<file path="config.mk">
export PLATFORM = sky130hd
export DESIGN_NAME = ofm_maxpool
export DESIGN_NICKNAME = d
export VERILOG_FILES = /design/src/rtl/pool_pkg.sv /design/src/rtl/pool_line_buf.sv /design/src/rtl/ofm_maxpool.sv
export SDC_FILE = /design/constraint.sdc
export NUM_CORES = 1
export LEC_CHECK = 0
export BUFFER_PORTS_ARGS = -buffer_cell sky130_fd_sc_hd__buf_4
export CORE_AREA = 2 2 81 141
export DETAILED_ROUTE_END_ITERATION = 7
export DIE_AREA = 0 0 83 143
export RECOVER_POWER = 25
export SLEW_MARGIN = 40
export SYNTH_ARGS = -nofsm -noshare
export SYNTH_HDL_FRONTEND = slang
export SYNTH_SLANG_ARGS = --single-unit
</file>
<file path="constraint.sdc">
create_clock -name clk -period 4.7 [get_ports clk]
set_input_delay 0.94 -clock clk [delete_from_list [all_inputs] [get_ports clk]]
set_output_delay 0.94 -clock clk [all_outputs]
set_load 0.02 [all_outputs]
</file>
<file path="src/rtl/pool_pkg.sv">
// Shared pooling definitions: default pixel width and an unsigned max helper
// reused by the OFM post-processing stages.
package pool_pkg;

  localparam int DATA_W = 13;

  // Pure selection: no width growth, and equal operands give the same result
  function automatic logic [DATA_W-1:0] max_u(input logic [DATA_W-1:0] a,
                                              input logic [DATA_W-1:0] b);
    return (a >= b) ? a : b;
  endfunction

endpackage

</file>
<file path="src/rtl/pool_line_buf.sv">
// Half-row buffer holding the horizontal pair maxima of the even row.
// One synchronous write port, one asynchronous read port, no reset on storage.
module pool_line_buf #(
  parameter int DEPTH  = 4,
  parameter int AW     = 2,
  parameter int DATA_W = 13
) (
  input  logic              clk,
  input  logic              we,
  input  logic [AW-1:0]     waddr,
  input  logic [DATA_W-1:0] wdata,
  input  logic [AW-1:0]     raddr,
  output logic [DATA_W-1:0] rdata
);

  logic [DATA_W-1:0] mem [DEPTH];

  always_ff @(posedge clk) begin
    if (we) begin
      mem[waddr] <= wdata;
    end
  end

  assign rdata = mem[raddr];

endmodule

</file>
<file path="src/rtl/ofm_maxpool.sv">
// 2x2 stride-2 max pooling over a serial row-major OFM stream.
// One cycle from the bottom-right beat of a window to out_valid; no backpressure.
module ofm_maxpool
  import pool_pkg::*;
#(
  parameter int DATA_W = pool_pkg::DATA_W,
  parameter int MAP_W  = 8,
  parameter int MAP_H  = 8
) (
  input  logic              clk,
  input  logic              rst_n,
  input  logic              in_valid,
  input  logic [DATA_W-1:0] in_data,
  output logic              out_valid,
  output logic [DATA_W-1:0] out_data,
  output logic              frame_done
);

  localparam int CW   = (MAP_W > 2) ? $clog2(MAP_W) : 1;
  localparam int RW   = (MAP_H > 2) ? $clog2(MAP_H) : 1;
  localparam int LB_D = MAP_W / 2;
  localparam int AW   = (LB_D > 2) ? $clog2(LB_D) : 1;

  logic [CW-1:0]     col;
  logic [RW-1:0]     row;
  logic [DATA_W-1:0] pair_max;
  logic [DATA_W-1:0] h;
  logic [DATA_W-1:0] lb_rdata;
  logic [AW-1:0]     lb_addr;
  logic              lb_we;
  logic              last_col;
  logic              last_row;

  assign last_col = (col == CW'(MAP_W - 1));
  assign last_row = (row == RW'(MAP_H - 1));
  assign h        = max_u(pair_max, in_data);
  assign lb_addr  = AW'(col >> 1);
  // Even rows park their pair maxima; odd rows read them back at the same slot
  assign lb_we    = in_valid & col[0] & ~row[0];

  pool_line_buf #(
    .DEPTH  (LB_D),
    .AW     (AW),
    .DATA_W (DATA_W)
  ) u_line_buf (
    .clk   (clk),
    .we    (lb_we),
    .waddr (lb_addr),
    .wdata (h),
    .raddr (lb_addr),
    .rdata (lb_rdata)
  );

  always_ff @(posedge clk) begin
    if (!rst_n) begin
      col        <= '0;
      row        <= '0;
      pair_max   <= '0;
      out_valid  <= 1'b0;
      out_data   <= '0;
      frame_done <= 1'b0;
    end else begin
      out_valid  <= 1'b0;
      frame_done <= 1'b0;
      if (in_valid) begin
        if (!col[0]) begin
          pair_max <= in_data;
        end else if (row[0]) begin
          out_data   <= max_u(lb_rdata, h);
          out_valid  <= 1'b1;
          frame_done <= last_col & last_row;
        end
        if (last_col) begin
          col <= '0;
          row <= last_row ? '0 : row + 1'b1;
        end else begin
          col <= col + 1'b1;
        end
      end
    end
  end

endmodule
</file>
==> results of run 1 <==
==> per-layer routing <==
metal  GRT usage  up-vias  part of all wire
met4      0.0802        0             0.031
met2       0.288       41              0.55
met3      0.0329       16             0.029
li1            -     1263                 -
met1       0.155     1232              0.39
met5           0        -                 0
==> sequential cells by signal, summed over array words and instances (netlist names), named ones only <==
| signal | cells |
|---|---|
| u_line_buf.mem | 52 |
| out_data | 13 |
| pair_max | 13 |
| col | 3 |
| row | 3 |
| frame_done | 1 |
| out_valid | 1 |
==> worst max-delay path: stages <==
cell      delay [ps]
buf_4            100
inv_1             40
ha_1             350
a21o_1           190
a221o_1          370
a21oi_2          160
o21ai_2           70
buf_4            230
mux2i_1          330
ha_1             310
a21oi_1          120
o21ai_0           90
a311oi_1         330
o31ai_1          140
nand2b_1         220
buf_4            240
o221ai_1         180
==> path summary, 6_finish.rpt <==
check,to,slack (ps),cells past startpoint
worst min-delay path,row[1],470,2
worst max register to register,out_data[1],910,15
worst min register to register,row[1],470,2
worst max-delay path,out_data[1],530,17
==> power breakdown <==
group          leakage [nW]  switching [mW]  internal (mW)
Sequential            0.764          0.0153          0.838
Clock                 0.125           0.280          0.351
Combinational          1.01           0.107         0.0811
==> kinds of logic after synthesis <==
kind of cell / Yosys count / share of synthesized area
flops: 88 / 0.547
mux: 29 / 0.133
fa+ha+maj: 30 / 0.0899
compound gates: 52 / 0.0968
simple gates: 80 / 0.0809
buf+inv: 52 / 0.0530
==> layout make-up <==
class	count	area (µm²)	share of cell area
Tap cell	130	163	0.0339
Clock buffer	9	225	0.0469
Timing Repair Buffer	38	267	0.0555
Sequential cell	88	2280	0.476
Inverter	40	150	0.0313
Multi-Input combinational cell	191	1680	0.349
Clock inverter	6	35.0	0.00730
==> through the flow <==
step / area (µm²) / hold slack [ps] / utilization / power (mW)
finish: 4800 / 467 / 0.449 / 1.67
global route: 4800 / 493 / 0.449 / 1.75
CTS: 4830 / 471 / 0.451 / 1.70
detailed placement: 4570 / 463 / 0.427 / 1.06
global placement: 4560 / 448 / 0.427 / 1.05
floorplan: 4180 / 440 / - / 1.00
==> cells in the final DEF, fill, tap and decap left out, types with 12 or more instances in the layout <==
cell type / count
nand2_1: 51
edfxtp_1: 52
a21oi_1: 22
inv_1: 40
ha_1: 30
dfxtp_1: 35
nor2_1: 13
mux4_2: 12
buf_4: 32
==> run summary, run 1 <==
mean area per synthesized cell - 12.6 µm²
htree depth - 3
ANT cells - 0
Post-Syn Nets - 377
antenna violations before repair - 0
RSZ-0062 raised after global routing - false
outcome - finished clean
critical path startpoint category - primary input
CP endpoint kind - register
row cnt - 50
Max Slew Vio Count - 0
wire length after detailed routing - 8.50 mm
Place WS - 122 ps
Final WS setup - 527 ps
top cells by count, synth - edfxtp_1, nand2_1, inv_1, dfxtp_1, ha_1
grt total ovfl - 0
clk buf depth - 2
crit path from - in_data[6]
reg2reg start - pair_max[6]
clock root buffer - clkbuf_16
Die X-Extent - 83 µm
Buffers on Ports - 30
Placed Cells - 487
die height - 143 µm
TritonCTS Buffers - 9
setup TNS - 0 ps
crit path DAT - 4430 ps
min-delay worst type - register to register
sequential area share after synthesis - 0.547
first-pass GRT wire length - 13.7 mm
final RePlAce weighted congestion - 0.792
fin crit share - 0.888
minimum clock period - 4170 ps
Non-Filler Instances - 502
Synth area leaders - edfxtp_1, dfxtp_1, ha_1
P_leak - 1.90 nW
Initial Util - 0.390
#FFs+latches synth - 88
CTS tree - yes
peak supply drop - 0.212 mV
worst-path maximum fanout - 11
largest net degree at the start of global routing - 21
hold wc startpoint - row[1]
Filler cells - 985
Clock Latency Late Sink - 340 ps
worst rel slew slack - 0.285
dpl hpwl - 6.35 mm
Slew @ Worst Pin - 1070 ps
Starting DRT DRC Count - 83
top-count cell post-synth - edfxtp_1
post-CTS resize count - 0
GRT Total Usage - 0.152
hold_buf cts - 0
Hold Vio Cnt, Final - 0
asr flop ratio synth - 0
# DRC - 0
antenna viol nets, final - 0
Post-Syn Area - 4180 µm²
Pre-Repair DR Iteration Count - 4
Max Cap Viol - 0
routed wire length per instance - 16.9 µm
CP Class - primary input to register
Fmax - 240 MHz
Worst-path clk slew - 60 ps
IO Count - 31
via count - 2,552
Cell Pwr Density - 348 nW/µm²
Core Area - 10,700 µm²
vias per cell - 5.08
Post-synth EDFFs - 52
share of the synthesized area in the top cell type - 0.374
distinct cell type count after synthesis - 37
die footprint - 11,900 µm²
Top FF cell, synth - edfxtp_1
layout cells sized above 1 - 0.220
nets@finish - 414
synthesis warning total - 0
Cells after Synth - 331
Post-CTS Setup Repair Bufs - 0
Final setup viols - 0
Area Overhead vs Synth - 15.0%
clock skew - 7.42 ps
vias in the first global route - 2,692
CP required - 4960 ps
Yosys top cell by area - edfxtp_1
CTS sink cnt - 88
Note: power is estimated with default switching activity, not from simulation.
==> inputs of run 2 (changes only) <==
- ABC_AREA: default -> 1
- CORE_AREA: 2 2 81 141 -> 2 2 83 145
- DIE_AREA: 0 0 83 143 -> 0 0 85 147
- clock period: 4.7 -> 3.5 ns (I/O delays scaled with it)
==> run 2 against run 1 <==
Clock-buffer cell count is 3 higher; largest cell class unchanged; register-to-register slack got worse by 510 ps; sequential power is 36% higher; cell count increased by 38%.
==> run summary, run 2 <==
outcome - finished clean
CP required - 3700 ps (-1260 ps)
Post-Syn Nets - 529 (+40%)
Yosys top cell by area - edfxtp_1
clock root buffer - clkbuf_16
CTS sink cnt - 88 (unchanged)
clock skew - 5.17 ps (-2.25 ps)
Non-Filler Instances - 695 (+38%)
final RePlAce weighted congestion - 0.823 (+3.9%)
TritonCTS Buffers - 9 (unchanged)
dpl hpwl - 7.91 mm (+25%)
CTS tree - yes
Cells after Synth - 483 (+46%)
nets@finish - 601 (+45%)
synthesis warning total - 0 (unchanged)
DP Area - 5070 µm² (+11%)
antenna violations before repair - 0 (unchanged)
# DRC - 0 (unchanged)
P_leak - 2.37 nW (+25%)
Top FF cell, synth - edfxtp_1
share of the synthesized area in the top cell type - 0.354 (-0.0204)
Largest regs - u_line_buf.mem (52), out_data (13), pair_max (13)
top cells by count, synth - nand2_1, a21oi_1, inv_1, edfxtp_1, dfxtp_1
Max Cap Viol - 0 (unchanged)
Clock Latency Late Sink - 340 ps (about the same)
clk buf depth - 2 (unchanged)
first-pass GRT wire length - 16.8 mm (+23%)
layout cells sized above 1 - 0.191 (-0.0294)
Largest Register - u_line_buf.mem
Core Area - 11,400 µm² (+6.4%)
sequential area share after synthesis - 0.517 (-0.0299)
Die X-Extent - 85 µm (+2.4%)
vias in the first global route - 3,498 (+30%)
via count - 3,523 (+38%)
antenna viol nets, final - 0 (unchanged)
min-delay worst type - register to register
IO Count - 31 (unchanged)
routed wire length per instance - 14.8 µm (-13%)
Post-Layout Inst Area - 5320 µm² (+11%)
Pre-Repair DR Iteration Count - 6 (+2)
htree depth - 3 (unchanged)
Worst-path clk slew - 60 ps (about the same)
flop2flop setup slack - 400 ps (-510 ps)
wire length after detailed routing - 10.3 mm (+21%)
GRT Total Usage - 0.174 (+0.0215)
Area Overhead vs Synth - 20.5%
distinct cell type count after synthesis - 34 (-8.1%)
Max Slew Vio Count - 0 (unchanged)
Slew @ Worst Pin - 989 ps (-79.9 ps)
Post-CTS Setup Repair Bufs - 0 (unchanged)
minimum clock period - 3260 ps
commonest non-fill, non-tap cell in the layout - nand2_1
die footprint - 12,500 µm² (+5.3%)
Placed Cells - 679 (+39%)
fin crit share - 0.930
Fmax - 307 MHz
CP endpoint kind - register
grt total ovfl - 0 (unchanged)
worst-path maximum fanout - 13 (+2)
vias per cell - 5.07 (-0.29%)
Starting DRT DRC Count - 194 (+130%)
Hold Vio Cnt, Final - 0 (unchanged)
worst rel slew slack - 0.341 (+0.0559)
crit path DAT - 3450 ps (-980 ps)
Initial Util - 0.388 (-0.00238)
commonest non-fill, non-tap cells in the layout - nand2_1, buf_4, inv_1, a21oi_1, edfxtp_1
Post-synth EDFFs - 52 (unchanged)
row cnt - 52 (+4.0%)
CP Class - primary input to register
Buffers on Ports - 30 (unchanged)
peak supply drop - 0.237 mV (+12%)
Final setup viols - 0 (unchanged)
top-count cell post-synth - nand2_1
critical path startpoint category - primary input
Synth area leaders - edfxtp_1, dfxtp_1, nand2_1
Filler cells - 1,070 (+8.6%)
setup TNS - 0 ps (unchanged)
die height - 147 µm (+2.8%)
largest net degree at the start of global routing - 27 (+29%)
max reg flops - 52 (unchanged)
mean area per synthesized cell - 9.14 µm² (-28%)
asr flop ratio synth - 0 (unchanged)
ANT cells - 0 (unchanged)
Post-Syn Area - 4420 µm² (+5.8%)
Cell Pwr Density - 473 nW/µm² (+36%)
#FFs+latches synth - 88 (unchanged)
[run 2: changes by cell type in the layout (fill, tap and decap cells not counted), moves of 12 or more]
| cell | change |
|---|---|
| a21oi_1 | +35 |
| inv_1 | +17 |
| mux4_2 | -12 |
| o21ai_0 | +13 |
| buf_4 | +42 |
| nand3_1 | +22 |
| nand2_1 | +71 |
[run 2: metrics by stage]
stage | power, mW | setup WS (ps) | utilization | hold WS (ps)
floorplan | 1.49 | 205 | - | 458
global placement | 1.66 | -146 | 0.445 | 460
detailed placement | 1.67 | -188 | 0.445 | 464
CTS | 2.54 | 155 | 0.468 | 473
global route | 2.64 | -2.72 | 0.467 | 491
finish | 2.52 | 244 | 0.467 | 470
[run 2: area by class of cell]
cell class / count / area (µm²) / share of cell area
multi-input cells: 316 / 1790 / 0.336
clock inverters: 4 / 25.0 / 0.00470
clock buffers: 12 / 236 / 0.0444
repair buffers: 81 / 597 / 0.112
flip-flops and latches: 88 / 2280 / 0.429
inverters: 59 / 221 / 0.0416
well taps: 135 / 169 / 0.0317
[run 2: path summary, 6_finish.rpt]
check / start / end / cells past startpoint
worst min-delay path: out_data[7] / out_data[7] / 2
worst max register to register: pair_max[4] / out_data[8] / 21
worst max-delay path: in_data[4] / out_data[8] / 23
worst min register to register: out_data[7] / out_data[7] / 2
[run 2: cells by family (layout without fill, tap and decap cells)]
group / Yosys count / in the layout / synth area share
DFF: 88 / 88 / 0.517
adders and majority gates: 30 / 30 / 0.0850
AOI/OAI and AO/OA: 94 / 94 / 0.127
buffers and inverters: 79 / 156 / 0.0827
and+or+nand+nor: 192 / 192 / 0.189
[run 2: repair_timing]
action	in CTS	in global routing
gates resized for setup	0	4
hold buffers	0	0
setup endpoints to repair	0	13
[run 2: layer usage]
metal	GRT usage	vias to the layer above	routed length, µm
met5	0	-	0
met4	0.0786	0	330
met3	0.0270	20	166
met2	0.325	45	5770
met1	0.187	1668	4000
li1	-	1790	-
[run 2: critical path: stages]
cell and delay, ps:
buf_4 80, inv_1 50, ha_1 300, nand2_1 70, nor2_1 170, nand2_1 90, nor2_1 130, nor2_2 90
nand3_2 80, buf_4 160, nand2_1 80, nand2_1 110, inv_1 50, ha_1 350, a21oi_1 150, nand2_1 90
nor2_1 100, nor2_1 50, nor2_1 130, buf_6 170, nand3_1 110, nand2_1 80, a21oi_1 50
[run 2: power by group]
| group | switching, mW | total, mW | internal (mW) |
|---|---|---|---|
| combinational | 0.290 | 0.493 | 0.203 |
| sequential | 0.0184 | 1.16 | 1.14 |
| clock | 0.385 | 0.864 | 0.479 |
